## src/rtl/uart_wb_if_pkg.sv

```systemverilog
// Shared UART Wishbone bridge definitions: FSM encodings, timeout default and
// byte-lane count helpers.
package uart_wb_if_pkg;

  typedef enum logic [2:0] {
    ST_IDLE    = 3'd0,
    ST_STROBE  = 3'd1,
    ST_WAIT    = 3'd2,
    ST_RESP    = 3'd3,
    ST_RECOVER = 3'd4
  } wb_state_e;

  localparam int UART_WB_TIMEOUT = 15;

  function automatic int lane_count(input int data_width);
    return data_width / 8;
  endfunction

  // Address bits consumed by the lane number; zero for a byte-wide bus.
  function automatic int lane_bits(input int data_width);
    return (data_width > 8) ? $clog2(data_width / 8) : 0;
  endfunction

endpackage

```

## src/rtl/uart_wb_if_if.sv

```systemverilog
// Wishbone bus bundle between a host master and the UART register bridge.
interface uart_wb_bus #(
  parameter int DATA_WIDTH = 32,
  parameter int ADDR_WIDTH = 5
);
  logic                    wb_cyc;
  logic                    wb_stb;
  logic                    wb_we;
  logic [DATA_WIDTH/8-1:0] wb_sel;
  logic [ADDR_WIDTH-1:0]   wb_adr;
  logic [DATA_WIDTH-1:0]   wb_dat_w;
  logic [DATA_WIDTH-1:0]   wb_dat_r;
  logic                    wb_ack;
  logic                    wb_err;

  modport master (
    output wb_cyc, wb_stb, wb_we, wb_sel, wb_adr, wb_dat_w,
    input  wb_dat_r, wb_ack, wb_err
  );

  modport slave (
    input  wb_cyc, wb_stb, wb_we, wb_sel, wb_adr, wb_dat_w,
    output wb_dat_r, wb_ack, wb_err
  );
endinterface

```

## src/rtl/uart_wb_lane.sv

```systemverilog
// Byte-lane decode for the bridge: sel legality, core address, write byte
// extraction and read-data lane placement.
module uart_wb_lane
  import uart_wb_if_pkg::*;
#(
  parameter int DATA_WIDTH = 32,
  parameter int ADDR_WIDTH = 5,
  parameter int BIG_ENDIAN = 0
) (
  input  logic                    we_r,
  input  logic [DATA_WIDTH/8-1:0] sel_r,
  input  logic [ADDR_WIDTH-1:0]   adr_r,
  input  logic [DATA_WIDTH-1:0]   dat_r,
  input  logic [7:0]              dat8_i,
  input  logic [DATA_WIDTH-1:0]   datw_i,
  output logic                    legal_s,
  output logic [ADDR_WIDTH-1:0]   adr_s,
  output logic [7:0]              dat8_s,
  output logic [DATA_WIDTH-1:0]   rdata_s
);

  localparam int NL = lane_count(DATA_WIDTH);
  localparam int LB = lane_bits(DATA_WIDTH);
  localparam int IW = (LB > 0) ? LB : 1;

  logic          onehot_s;
  logic          allones_s;
  logic [IW-1:0] idx_s;
  logic [IW-1:0] lane_s;

  // Decode the hot lane, legality and steered data from the registered request.
  always_comb begin
    idx_s = IW'(0);
    for (int i = 0; i < NL; i++) begin
      idx_s = sel_r[i] ? IW'(i) : idx_s;
    end
    onehot_s  = (sel_r != NL'(0)) && ((sel_r & (sel_r - NL'(1))) == NL'(0));
    allones_s = &sel_r;
    legal_s   = (NL == 1) ? 1'b1 : (onehot_s | (allones_s & ~we_r));
    if (onehot_s) begin
      lane_s = (BIG_ENDIAN != 0) ? (IW'(NL - 1) - idx_s) : idx_s;
      dat8_s = dat_r[int'(idx_s)*8 +: 8];
    end else begin
      lane_s = IW'(0);
      dat8_s = 8'h00;
    end
    rdata_s = {DATA_WIDTH{1'b0}};
    if (allones_s && (NL > 1)) begin
      rdata_s = datw_i;
    end else if (onehot_s || (NL == 1)) begin
      rdata_s[int'(idx_s)*8 +: 8] = dat8_i;
    end else begin
      rdata_s = {DATA_WIDTH{1'b0}};
    end
  end

  generate
    if (LB == 0) begin : g_byte_bus
      logic unused_lane_s;
      assign unused_lane_s = ^lane_s;
      assign adr_s = adr_r;
    end else begin : g_wide_bus
      logic unused_adr_s;
      assign unused_adr_s = ^adr_r[LB-1:0];
      assign adr_s = {adr_r[ADDR_WIDTH-1:LB], lane_s[LB-1:0]};
    end
  endgenerate

endmodule

```

## src/rtl/uart_wb_if.sv

```systemverilog
// Wishbone slave bridge to the UART core register file: registers the bus,
// issues single-cycle core strobes and terminates with ack, err or timeout.
module uart_wb_if
  import uart_wb_if_pkg::*;
#(
  parameter int DATA_WIDTH = 32,
  parameter int ADDR_WIDTH = 5,
  parameter int BIG_ENDIAN = 0,
  parameter int TIMEOUT    = UART_WB_TIMEOUT
) (
  input  logic                  clk,
  input  logic                  wb_rst_i,
  uart_wb_bus.slave             wb,
  output logic [ADDR_WIDTH-1:0] adr_o,
  output logic [7:0]            dat8_o,
  input  logic [7:0]            dat8_i,
  input  logic [DATA_WIDTH-1:0] datw_i,
  output logic                  we_o,
  output logic                  re_o,
  input  logic                  rdy_i
);

  localparam logic [7:0] TIMEOUT_C = 8'(TIMEOUT);

  logic                    cyc_r;
  logic                    stb_r;
  logic                    we_r;
  logic [DATA_WIDTH/8-1:0] sel_r;
  logic [ADDR_WIDTH-1:0]   adr_r;
  logic [DATA_WIDTH-1:0]   dat_r;
  wb_state_e               state_r;
  logic [7:0]              cnt_r;
  logic                    legal_s;
  logic [ADDR_WIDTH-1:0]   adr_s;
  logic [7:0]              dat8_s;
  logic [DATA_WIDTH-1:0]   rdata_s;

  uart_wb_lane #(
    .DATA_WIDTH (DATA_WIDTH),
    .ADDR_WIDTH (ADDR_WIDTH),
    .BIG_ENDIAN (BIG_ENDIAN)
  ) u_lane (
    .we_r    (we_r),
    .sel_r   (sel_r),
    .adr_r   (adr_r),
    .dat_r   (dat_r),
    .dat8_i  (dat8_i),
    .datw_i  (datw_i),
    .legal_s (legal_s),
    .adr_s   (adr_s),
    .dat8_s  (dat8_s),
    .rdata_s (rdata_s)
  );

  // Single input stage; the FSM only ever looks at these copies.
  always_ff @(posedge clk or posedge wb_rst_i) begin
    if (wb_rst_i) begin
      cyc_r <= 1'b0;
      stb_r <= 1'b0;
      we_r  <= 1'b0;
      sel_r <= {(DATA_WIDTH/8){1'b0}};
      adr_r <= {ADDR_WIDTH{1'b0}};
      dat_r <= {DATA_WIDTH{1'b0}};
    end else begin
      cyc_r <= wb.wb_cyc;
      stb_r <= wb.wb_stb;
      we_r  <= wb.wb_we;
      sel_r <= wb.wb_sel;
      adr_r <= wb.wb_adr;
      dat_r <= wb.wb_dat_w;
    end
  end

  // Transfer FSM with registered strobes, terminations and read data.
  always_ff @(posedge clk or posedge wb_rst_i) begin
    if (wb_rst_i) begin
      state_r     <= ST_IDLE;
      cnt_r       <= 8'd0;
      we_o        <= 1'b0;
      re_o        <= 1'b0;
      adr_o       <= {ADDR_WIDTH{1'b0}};
      dat8_o      <= 8'h00;
      wb.wb_ack   <= 1'b0;
      wb.wb_err   <= 1'b0;
      wb.wb_dat_r <= {DATA_WIDTH{1'b0}};
    end else begin
      we_o      <= 1'b0;
      re_o      <= 1'b0;
      wb.wb_ack <= 1'b0;
      wb.wb_err <= 1'b0;
      case (state_r)
        ST_IDLE: begin
          if (cyc_r && stb_r && legal_s) begin
            state_r <= ST_STROBE;
            we_o    <= we_r;
            re_o    <= ~we_r;
            adr_o   <= adr_s;
            dat8_o  <= dat8_s;
          end else if (cyc_r && stb_r) begin
            state_r     <= ST_RESP;
            wb.wb_err   <= 1'b1;
            wb.wb_dat_r <= {DATA_WIDTH{1'b0}};
          end else begin
            state_r <= ST_IDLE;
          end
        end
        ST_STROBE: begin
          if (!cyc_r) begin
            state_r <= ST_IDLE;
          end else if (rdy_i) begin
            state_r   <= ST_RESP;
            wb.wb_ack <= 1'b1;
            if (!we_r) wb.wb_dat_r <= rdata_s;
          end else begin
            state_r <= ST_WAIT;
            cnt_r   <= 8'd1;
          end
        end
        ST_WAIT: begin
          if (!cyc_r) begin
            state_r <= ST_IDLE;
          end else if (rdy_i) begin
            state_r   <= ST_RESP;
            wb.wb_ack <= 1'b1;
            if (!we_r) wb.wb_dat_r <= rdata_s;
          end else if (cnt_r >= TIMEOUT_C) begin
            state_r     <= ST_RESP;
            wb.wb_err   <= 1'b1;
            wb.wb_dat_r <= {DATA_WIDTH{1'b0}};
          end else begin
            cnt_r <= cnt_r + 8'd1;
          end
        end
        ST_RESP:    state_r <= ST_RECOVER;
        ST_RECOVER: begin
          state_r <= ST_IDLE;
          cnt_r   <= 8'd0;
        end
        default:    state_r <= ST_IDLE;
      endcase
    end
  end

endmodule

```

## src/flat_wrapper.sv

```systemverilog
// flat-port wrapper written by rule: the top's interface ports become plain ports
module uart_wb_if_flat import uart_wb_if_pkg::*;
#(
  parameter int DATA_WIDTH = 32,
  parameter int ADDR_WIDTH = 5,
  parameter int BIG_ENDIAN = 0,
  parameter int TIMEOUT    = UART_WB_TIMEOUT
)
  (clk, wb_rst_i, adr_o, dat8_o, dat8_i, datw_i, we_o, re_o, rdy_i, wb_wb_cyc, wb_wb_stb, wb_wb_we, wb_wb_sel, wb_wb_adr, wb_wb_dat_w, wb_wb_dat_r, wb_wb_ack, wb_wb_err);
  uart_wb_bus #(.DATA_WIDTH(DATA_WIDTH), .ADDR_WIDTH(ADDR_WIDTH)) wb_i ();
  input  logic clk;
  input  logic wb_rst_i;
  output logic [ADDR_WIDTH-1:0] adr_o;
  output logic [7:0] dat8_o;
  input  logic [7:0] dat8_i;
  input  logic [DATA_WIDTH-1:0] datw_i;
  output logic we_o;
  output logic re_o;
  input  logic rdy_i;
  input wire logic [$bits(wb_i.wb_cyc)-1:0] wb_wb_cyc;
  input wire logic [$bits(wb_i.wb_stb)-1:0] wb_wb_stb;
  input wire logic [$bits(wb_i.wb_we)-1:0] wb_wb_we;
  input wire logic [$bits(wb_i.wb_sel)-1:0] wb_wb_sel;
  input wire logic [$bits(wb_i.wb_adr)-1:0] wb_wb_adr;
  input wire logic [$bits(wb_i.wb_dat_w)-1:0] wb_wb_dat_w;
  output wire logic [$bits(wb_i.wb_dat_r)-1:0] wb_wb_dat_r;
  output wire logic [$bits(wb_i.wb_ack)-1:0] wb_wb_ack;
  output wire logic [$bits(wb_i.wb_err)-1:0] wb_wb_err;
  assign wb_i.wb_cyc = wb_wb_cyc;
  assign wb_i.wb_stb = wb_wb_stb;
  assign wb_i.wb_we = wb_wb_we;
  assign wb_i.wb_sel = wb_wb_sel;
  assign wb_i.wb_adr = wb_wb_adr;
  assign wb_i.wb_dat_w = wb_wb_dat_w;
  assign wb_wb_dat_r = wb_i.wb_dat_r;
  assign wb_wb_ack = wb_i.wb_ack;
  assign wb_wb_err = wb_i.wb_err;
  uart_wb_if #(.DATA_WIDTH(DATA_WIDTH), .ADDR_WIDTH(ADDR_WIDTH), .BIG_ENDIAN(BIG_ENDIAN), .TIMEOUT(TIMEOUT)) u_core (.clk(clk), .wb_rst_i(wb_rst_i), .wb(wb_i), .adr_o(adr_o), .dat8_o(dat8_o), .dat8_i(dat8_i), .datw_i(datw_i), .we_o(we_o), .re_o(re_o), .rdy_i(rdy_i));
endmodule
```

## config.mk

```make
export PLATFORM = sky130hd
export DESIGN_NAME = uart_wb_if_flat
export DESIGN_NICKNAME = d
export VERILOG_FILES = /design/src/rtl/uart_wb_if_pkg.sv /design/src/rtl/uart_wb_if_if.sv /design/src/rtl/uart_wb_lane.sv /design/src/rtl/uart_wb_if.sv /design/src/flat_wrapper.sv
export SDC_FILE = /design/constraint.sdc
export NUM_CORES = 1
export LEC_CHECK = 0
export ABC_AREA = 0
export CAP_MARGIN = 10
export CORE_MARGIN = 2
export CORE_UTILIZATION = 45
export CTS_CLUSTER_DIAMETER = 30
export CTS_CLUSTER_SIZE = 16
export DETAILED_ROUTE_END_ITERATION = 8
export PLACE_DENSITY_LB_ADDON = 0.15
export RECOVER_POWER = 50
export SYNTH_ARGS = -nofsm -noshare
export SYNTH_HDL_FRONTEND = slang
export SYNTH_SLANG_ARGS = --single-unit
```

## constraint.sdc

```tcl
create_clock -name clk -period 8.95 [get_ports clk]
set_input_delay 2.685 -clock clk [delete_from_list [all_inputs] [get_ports clk]]
set_output_delay 2.685 -clock clk [all_outputs]
set_load 0.03 [all_outputs]
```

==> impl_metrics.tcl, run 1 <==
set metrics [dict create \
    status "complete, but fails checks" \
    violations "capacitance limit, slew limit" \
    hold_viol 0 \
    power_frac_comb_pct 29.2 \
    cts_buffer_depth 2 \
    period_minus_slack_ns 5.186 \
    drt-total-wl_um 10510 \
    cts_sinks 102 \
    synthArstFlopShare_pct 100.0 \
    grt_pass1_wl_um 16680 \
    synth_area_leaders "dfrtp_1, a22oi_1, o2bb2ai_1" \
    worstPathRequired_ns 9.19 \
    worstSetupEndpointType "flop" \
    die_h_um 103.1 \
    firstDrtPassIters 7 \
    crit_arrival_ns 5.43 \
    setup_tns_ns 0 \
    finish.utilization_pct 61.73 \
    yosysWarnings 0 \
    drv_slew 73 \
    fin_area_sq_um 5951 \
    rsz0062_at_grt "false" \
    cts_buffers 9 \
    synth_top_area_share_pct 57.76 \
    via_per_inst 5.305 \
    dr_total_vias 3273 \
    dpl_cell_area_sq_um 5794 \
    worst_pin_slew_ns 2.359 \
    htree_levels 3 \
    synthCells 357 \
    yosysSeqAreaShare_pct 57.76 \
    power.switching_uw 416.6 \
    skew_ns 0.01343 \
    cts_tree "done" \
    slew_headroom_pct -58.95 \
    hold_end "u_core.dat8_o[7]" \
    ant_nets 0 \
    synth_largest_area_cell "dfrtp_1" \
    syn_area_per_cell_sq_um 12.38 \
    cp_slowest_stage_delay_ns 0.83 \
    ff2ff_path_depth 5 \
    cts-root-buf "clkbuf_8" \
    synth_fp_nets 448 \
    clk_latency_ns 0.37 \
    p_per_area_nw_per_um2 200.6 \
    p_sw_share_pct 34.90 \
    detail_route.wl_per_cell_um 17.03 \
    postCtsSetupBuffers 0 \
    grt-ovfl-total 0 \
    io_buffers 133 \
    holdBufCountCts 0 \
    ys.flop_type "dfrtp_1" \
    start_kind "input port" \
    std_cell_rows 36 \
    dp_hpwl_um 7422 \
    path_max_fanout 28 \
    timing.critical_path.buf_inv 1 \
    route.detailed.drc 0 \
    ios 136 \
    syn_area_sq_um 4419 \
    grt_max_degree 53 \
    clkPwrFrac_pct 23.3 \
    layout-drive-gt1-share_pct 8.058 \
    drv_cap 2 \
    pwr-share-seq_pct 47.5 \
    fmax_mhz 192.8 \
    cp_slowest_cell "nor4b_1" \
    min_from "u_core.dat8_o[7]" \
    initial_core_util_pct 45.85 \
    r2r-start "u_core.sel_r[1]" \
    cts.clk_slew.worst_paths_ns 0.10 \
    setup_viol 0 \
    cpLargestDelayFamily "simple AND/OR/NAND/NOR gates" \
    reg2reg_to "u_core.wb.wb_dat_r[13]" \
    diodes 0 \
    gp_congestion 0.7935 \
    grt_pass1_vias 3266 \
    internal-power_uw 777.0 \
    drt_iter0_markers 112 \
    ys_seq_elements 102 \
    post_cts_resized 0 \
    fin_nets 570 \
    min_path_cells 2 \
    yosysUniqueCellTypes 51 \
    reg2reg_slack_ns 4.47 \
    fillerInstances 827 \
    antenna_found_initial 0 \
    synth_edf_count 0 \
    core_sq_um 9639 \
    hold_ws_ns 0.4833 \
    design.die.area_sq_um 10630 \
    chipWidth_um 103.1 \
    crit_chain "dlygate4sd3_1 -> nand2b_1 -> nor3_4 -> nor4b_1 -> nand3_4 -> o2bb2ai_1" \
    grt_usage_pct 20.47 \
    irDropWorstVdd_mv 0.1097 \
    area_growth_pct 34.65 \
    hp-class "flop to flop" \
    p_leak_uw 0.002499 \
    period_share_pct 57.95 \
    path_class "input port to flop" \
]
## state kept, by name, indices dropped and copies added (netlist names)
signal	flops
u_core.dat_r	32
u_core.we_o	1
u_core.dat8_o	8
u_core.cyc_r	1
u_core.adr_r	3
u_core.we_r	1
u_core.wb.wb_ack	1
u_core.re_o	1
u_core.stb_r	1
u_core.wb.wb_dat_r	32
u_core.wb.wb_err	1
u_core.adr_o	5
u_core.sel_r	4
u_core.cnt_r	8
u_core.state_r	3
## synth_stat cells, drive strengths merged, types with 4 or more instances
| master | count |
|---|---|
| ha | 4 |
| mux2i | 16 |
| a21oi | 6 |
| nand2b | 5 |
| buf | 17 |
| nor2 | 12 |
| o2bb2ai | 30 |
| and3 | 5 |
| a22oi | 28 |
| dfrtp | 102 |
| o21ai | 26 |
| nand2 | 29 |
| inv | 9 |
| nor2b | 14 |
| clkbuf | 7 |
## per-stage QoR
step | worst slack (ns) | power (uW) | instances
global placement | 4.158 | 928.9 | 601
global route | 3.525 | 1261 | 617
floorplan | 3.590 | 796.3 | 357
finish | 3.764 | 1194 | 617
detailed placement | 4.163 | 936.5 | 601
CTS | 4.555 | 1219 | 617
## area by class of cell
type	count	area, sq um	area share (%)
multi-input combinational	222	1659	27.88
sequential	102	2552	42.89
tap	133	166.4	2.796
clock inverter	7	67.56	1.135
timing repair buffer	135	1346	22.62
clock buffer	9	123.9	2.082
inverter	9	35.03	0.5887
## layer usage
| metal | wire length, um | share of wire [%] | global-route usage, % |
|---|---|---|---|
| met5 | 0 | 0 | 0 |
| met4 | 165 | 1.6 | 7.389 |
| met3 | 652 | 6.2 | 4.203 |
| met2 | 5000 | 48 | 32.72 |
| met1 | 4691 | 45 | 27.83 |
## power groups by stage
| stage | logic [uW] | clock network (uW) | registers, uW |
|---|---|---|---|
| 4_1_cts | 362 | 289 | 568 |
| 3_3_place_gp | 355 | 0 | 574 |
| 6_report | 349 | 278 | 567 |
| 3_5_place_dp | 360 | 0 | 576 |
| 2_1_floorplan | 169 | 0 | 627 |
| 5_1_grt | 376 | 308 | 576 |
## worst max-delay path by stage
stage	start	cells past startpoint	endpoint
after floorplan	wb_rst_i	1	u_core.adr_o[0]
after global placement	rdy_i	6	u_core.wb.wb_dat_r[24]
after detailed placement	rdy_i	6	u_core.wb.wb_dat_r[13]
after CTS	rdy_i	6	u_core.wb.wb_dat_r[13]
after global routing	rdy_i	6	u_core.wb.wb_dat_r[15]
final	rdy_i	6	u_core.wb.wb_dat_r[13]
## logic make-up (layout without fill, tap and decap cells)
family                   count (synthesis)  after routing  synth area share (%)
AO/OA/AOI/OAI                          109            109                 19.68
AND/OR/NAND/NOR                         85             85                 12.12
buffers and inverters                   33            160                 3.935
adder cells (fa/ha/maj)                  4              4                 1.133
XOR/XNOR                                 5              5                0.9911
multiplexers                            19             19                 4.388
flip-flops                             102            102                 57.76
## worst min-delay path: stages, from the launching register on
cell     delay [ns]
dfrtp_1        0.35
nand2_1        0.05
o21ai_0        0.06
## cells in the final DEF, fill, tap and decap left out, types with 4 or more instances in the layout
cell,netlist,layout
dlygate4sd3_1,0,44
mux2i_1,16,16
nor2_1,12,12
nand2_1,29,29
clkbuf_8,0,9
a22oi_1,28,28
ha_1,4,4
o21ai_0,24,25
nand2b_1,3,4
o2bb2ai_1,19,19
o2bb2ai_2,11,11
nor2b_1,14,14
dfrtp_1,102,102
and3_1,5,5
inv_1,9,8
clkdlybuf4s50_1,0,89
a21oi_1,6,6
Note: power is estimated with default switching activity, not from simulation.
==> run 2, diff against run 1 <==
clock period = 5.2 ns   (was 8.95 ns; I/O delays follow)
==> impl_metrics.tcl, run 2 (synthesis results as in run 1) <==
set metrics [dict create \
    violations "capacitance limit, slew limit" \
    path_class "input port to flop" \
    gp_congestion 0.7963 \
    timing.critical_path.buf_inv 1 \
    detail_route.wl_per_cell_um 16.97 \
    period_share_pct 66.87 \
    crit_chain "dlygate4sd3_1 -> nand2b_1 -> nor3_4 -> nor4b_4 -> nand3_4 -> o2bb2ai_1" \
    ios 136 \
    fmax_mhz 287.6 \
    io_buffers 133 \
    dp_hpwl_um 7379 \
    core_sq_um 9639 \
    hold_viol 0 \
    min_path_cells 2 \
    ff2ff_path_depth 8 \
    multiInputGateArea_sq_um 1685 \
    min_from "u_core.dat8_o[7]" \
    skew_ns 0.01031 \
    dpl_cell_area_sq_um 5794 \
    cp_slowest_cell "dlygate4sd3_1" \
    top_regs "u_core.dat_r (32), u_core.wb.wb_dat_r (32)" \
    drt_iter0_markers 128 \
    firstDrtPassIters 5 \
    cts_sinks 102 \
    cts_buffers 9 \
    p_per_area_nw_per_um2 348.2 \
    worst_pin_slew_ns 1.766 \
    worstSetupEndpointType "flop" \
    seq_area_sq_um 2552 \
    die_h_um 103.1 \
    irDropWorstVdd_mv 0.2094 \
    cts-root-buf "clkbuf_8" \
    rsz0062_at_grt "false" \
    slew_headroom_pct -17.73 \
    route.detailed.drc 0 \
    path_max_fanout 28 \
    std_cell_rows 36 \
    cts.clk_slew.worst_paths_ns 0.09 \
    area_growth_pct 35.45 \
    reg2reg_slack_ns 2.22 \
    postCtsSetupBuffers 0 \
    fin_nets 570 \
    fin_area_sq_um 5986 \
    design.die.area_sq_um 10630 \
    final_cell_mix "dfrtp_1, clkdlybuf4s50_1, dlygate4sd3_1, nand2_1, a22oi_1" \
    hp-class "flop to flop" \
    drt-total-wl_um 10470 \
    diodes 0 \
    start_kind "input port" \
    via_per_inst 5.284 \
    ant_nets 0 \
    initial_core_util_pct 45.85 \
    drv_slew 89 \
    fillerInstances 828 \
    clk_latency_ns 0.36 \
    p_leak_uw 0.002516 \
    layout-drive-gt1-share_pct 8.058 \
    grt_usage_pct 20.84 \
    worstPathRequired_ns 5.43 \
    hold_end "u_core.dat8_o[7]" \
    chipWidth_um 103.1 \
    cp_slowest_stage_delay_ns 0.65 \
    grt_pass1_vias 3322 \
    crit_arrival_ns 3.71 \
    grt-ovfl-total 0 \
    drv_cap 1 \
    cts_buffer_depth 2 \
    reg2reg_to "u_core.wb.wb_dat_r[0]" \
    r2r-start "u_core.sel_r[2]" \
    cts_tree "done" \
    grt_pass1_wl_um 16850 \
    status "complete, but fails checks" \
    period_minus_slack_ns 3.477 \
    final_common_cell "dfrtp_1" \
    cpLargestDelayFamily "simple AND/OR/NAND/NOR gates" \
    setup_viol 0 \
    post_cts_resized 0 \
    htree_levels 3 \
    dr_total_vias 3260 \
    setup_tns_ns 0 \
    grt_max_degree 89 \
    holdBufCountCts 0 \
    antenna_found_initial 0 \
]
run 2: how the worst max path moves through the flow:
| stage | from | end | slack [ns] | cells after the start |
|---|---|---|---|---|
| 2_1_floorplan | wb_rst_i | u_core.adr_o[0] | 0.96 | 1 |
| 3_3_place_gp | rdy_i | u_core.wb.wb_dat_r[24] | 1.54 | 6 |
| 3_5_place_dp | rdy_i | u_core.wb.wb_dat_r[24] | 1.50 | 6 |
| 4_1_cts | rdy_i | u_core.wb.wb_dat_r[24] | 1.87 | 6 |
| 5_1_grt | wb_rst_i | u_core.dat_r[29] | 1.57 | 2 |
| 6_report | rdy_i | u_core.wb.wb_dat_r[24] | 1.72 | 6 |
run 2: power breakdown:
part	switching (uW)	internal, uW	leakage (uW)
Clock	265	239	0.000101
Combinational	338	267	0.00111
Sequential	87.1	888	0.00130
Total	690	1390	0.00252
run 2: metrics by stage:
step | util, % | power (uW) | setup WS [ns] | std cells | hold slack [ns]
after floorplan | - | 1370 | 0.9645 | 357 | 0.4555
after global placement | 60.11 | 1600 | 1.541 | 601 | 0.4594
after detailed placement | 60.11 | 1609 | 1.504 | 601 | 0.4693
after CTS | 62.20 | 2121 | 1.871 | 617 | 0.4902
after global routing | 62.10 | 2202 | 1.570 | 617 | 0.5181
final | 62.10 | 2084 | 1.723 | 617 | 0.4852
run 2: layer usage:
layer  GRT usage (%)  up-vias  share of wire (%)
met1           27.11     1584                 42
met3           5.492       10                6.6
met5               0        -                  0
met4           4.757        0                1.0
met2           35.16      118                 50
li1                -     1548                  -
run 2: worst register-to-register path, cell delays in order (launching register included):
cell and delay, ns:
dfrtp_1 0.85, inv_1 0.15, a21oi_1 0.40, ha_1 0.33
nor2b_1 0.14, and3_1 0.35, a221oi_1 0.36, nor2b_1 0.08
o22a_1 0.22
run 2: area by class of cell:
class / count / area share [%]
clock buffer: 12 / 2.425
clock inverter: 4 / 0.9406
inverter: 9 / 0.5644
multi-input combinational: 222 / 28.16
sequential: 102 / 42.64
tap: 133 / 2.780
timing repair buffer: 135 / 22.49
==> run 3, diff against run 2 <==
clock period = 3.2 ns   (was 5.2 ns; I/O delays follow)
==> impl_metrics.tcl, run 3 (synthesis results as in run 1) <==
set metrics [dict create \
    final_cell_mix "dfrtp_1, clkdlybuf4s50_1, dlygate4sd3_1, nand2_1, a22oi_1" \
    dr_total_vias 3265 \
    fin_area_sq_um 6065 \
    fin_nets 577 \
    p_per_area_nw_per_um2 568.4 \
    gp_congestion 0.8005 \
    grt-ovfl-total 0 \
    period_minus_slack_ns 2.636 \
    skew_ns 0.01376 \
    core_sq_um 9639 \
    cts.clk_slew.worst_paths_ns 0.10 \
    slew_headroom_pct 34.05 \
    io_buffers 133 \
    area_growth_pct 37.23 \
    cts-root-buf "clkbuf_8" \
    drv_slew 0 \
    p_leak_uw 0.002553 \
    holdBufCountCts 0 \
    worstSetupEndpointType "flop" \
    drv_cap 0 \
    worst_pin_slew_ns 0.9839 \
    cts_buffer_depth 2 \
    design.die.area_sq_um 10630 \
    setup_viol 0 \
    grt_pass1_vias 3292 \
    dpl_cell_area_sq_um 5861 \
    min_from "u_core.adr_r[3]" \
    route.detailed.drc 0 \
    final_common_cell "dfrtp_1" \
    hold_ws_ns 0.4879 \
    initial_core_util_pct 45.85 \
    chipWidth_um 103.1 \
    htree_levels 3 \
    path_max_fanout 28 \
    std_cell_rows 36 \
    irDropWorstVdd_mv 0.3946 \
    cts_tree "done" \
    rsz0062_at_grt "false" \
    die_h_um 103.1 \
    setup_tns_ns 0 \
    via_per_inst 5.232 \
    fillerInstances 799 \
    antenna_found_initial 0 \
    pre_cts_ws_ns 0.2594 \
    hp-class "flop to flop" \
    grt_usage_pct 20.57 \
    cts_sinks 102 \
    fmax_mhz 379.4 \
    detail_route.wl_per_cell_um 16.97 \
    diodes 0 \
    r2r-start "u_core.sel_r[2]" \
    startpoint "rdy_i" \
    fin_ws_ns 0.5639 \
    clk_latency_ns 0.37 \
    path_class "input port to flop" \
    hold_viol 0 \
    period_share_pct 82.38 \
    crit_arrival_ns 2.87 \
    status "finished, final reports clean" \
    grt_pass1_wl_um 16480 \
    drt-total-wl_um 10590 \
    drt_iter0_markers 81 \
    ant_nets 0 \
    dp_hpwl_um 7669 \
    grt_max_degree 54 \
    layout-drive-gt1-share_pct 9.776 \
    start_kind "input port" \
    cts_buffers 9 \
    worstPathRequired_ns 3.44 \
    top_regs "u_core.dat_r (32), u_core.wb.wb_dat_r (32)" \
    postCtsSetupBuffers 0 \
    firstDrtPassIters 4 \
    post_cts_resized 0 \
    ios 136 \
]
==> run 3: through the flow <==
step	util (%)	instances	power, uW
2_1_floorplan	-	357	2227
4_1_cts	63.03	624	3488
3_3_place_gp	60.80	608	2614
3_5_place_dp	60.80	608	2635
5_1_grt	62.92	624	3619
6_report	62.92	624	3447
==> run 3: metal layers <==
metal  global-route usage, %  up-vias  share of wire [%]
li1                        -     1554                  -
met1                   26.99     1596                 44
met2                   33.57      100                 49
met3                   5.017       15                6.0
met4                   7.186        0                1.6
met5                       0        -                  0
==> run 3: path summary, 6_finish.rpt <==
path | end | cells past startpoint | slack [ns]
worst max-delay path | u_core.wb.wb_dat_r[28] | 7 | 0.56
worst min-delay path | u_core.adr_o[3] | 1 | 0.49
worst max register to register | u_core.wb.wb_dat_r[0] | 8 | 0.63
worst min register to register | u_core.adr_o[3] | 1 | 0.49
max in group asynchronous | u_core.dat_r[8] | 3 | 1.14
min in group asynchronous | u_core.dat_r[4] | 2 | 1.22
==> run 3: area by class of cell <==
class	count	area (sq um)	area share [%]
Clock buffer	11	151.4	2.496
Clock inverter	5	63.81	1.052
Inverter	9	35.03	0.5777
Multi-Input combinational cell	222	1688	27.83
Timing Repair Buffer	142	1408	23.21
Tap cell	133	166.4	2.744
Sequential cell	102	2552	42.09
==> run 3: where the power goes <==
group	switching, uW	internal [uW]	total (uW)
clock	442	411	853
combinational	569	447	1020
sequential	135	1440	1580
total	1150	2300	3450
==> run 3: worst max-delay path, cell delays in order <==
cell	delay (ns)
dlygate4sd3_1	0.64
nand2b_2	0.23
nor3_4	0.07
nor4b_4	0.41
nand3_4	0.09
buf_4	0.28
o2bb2ai_1	0.18
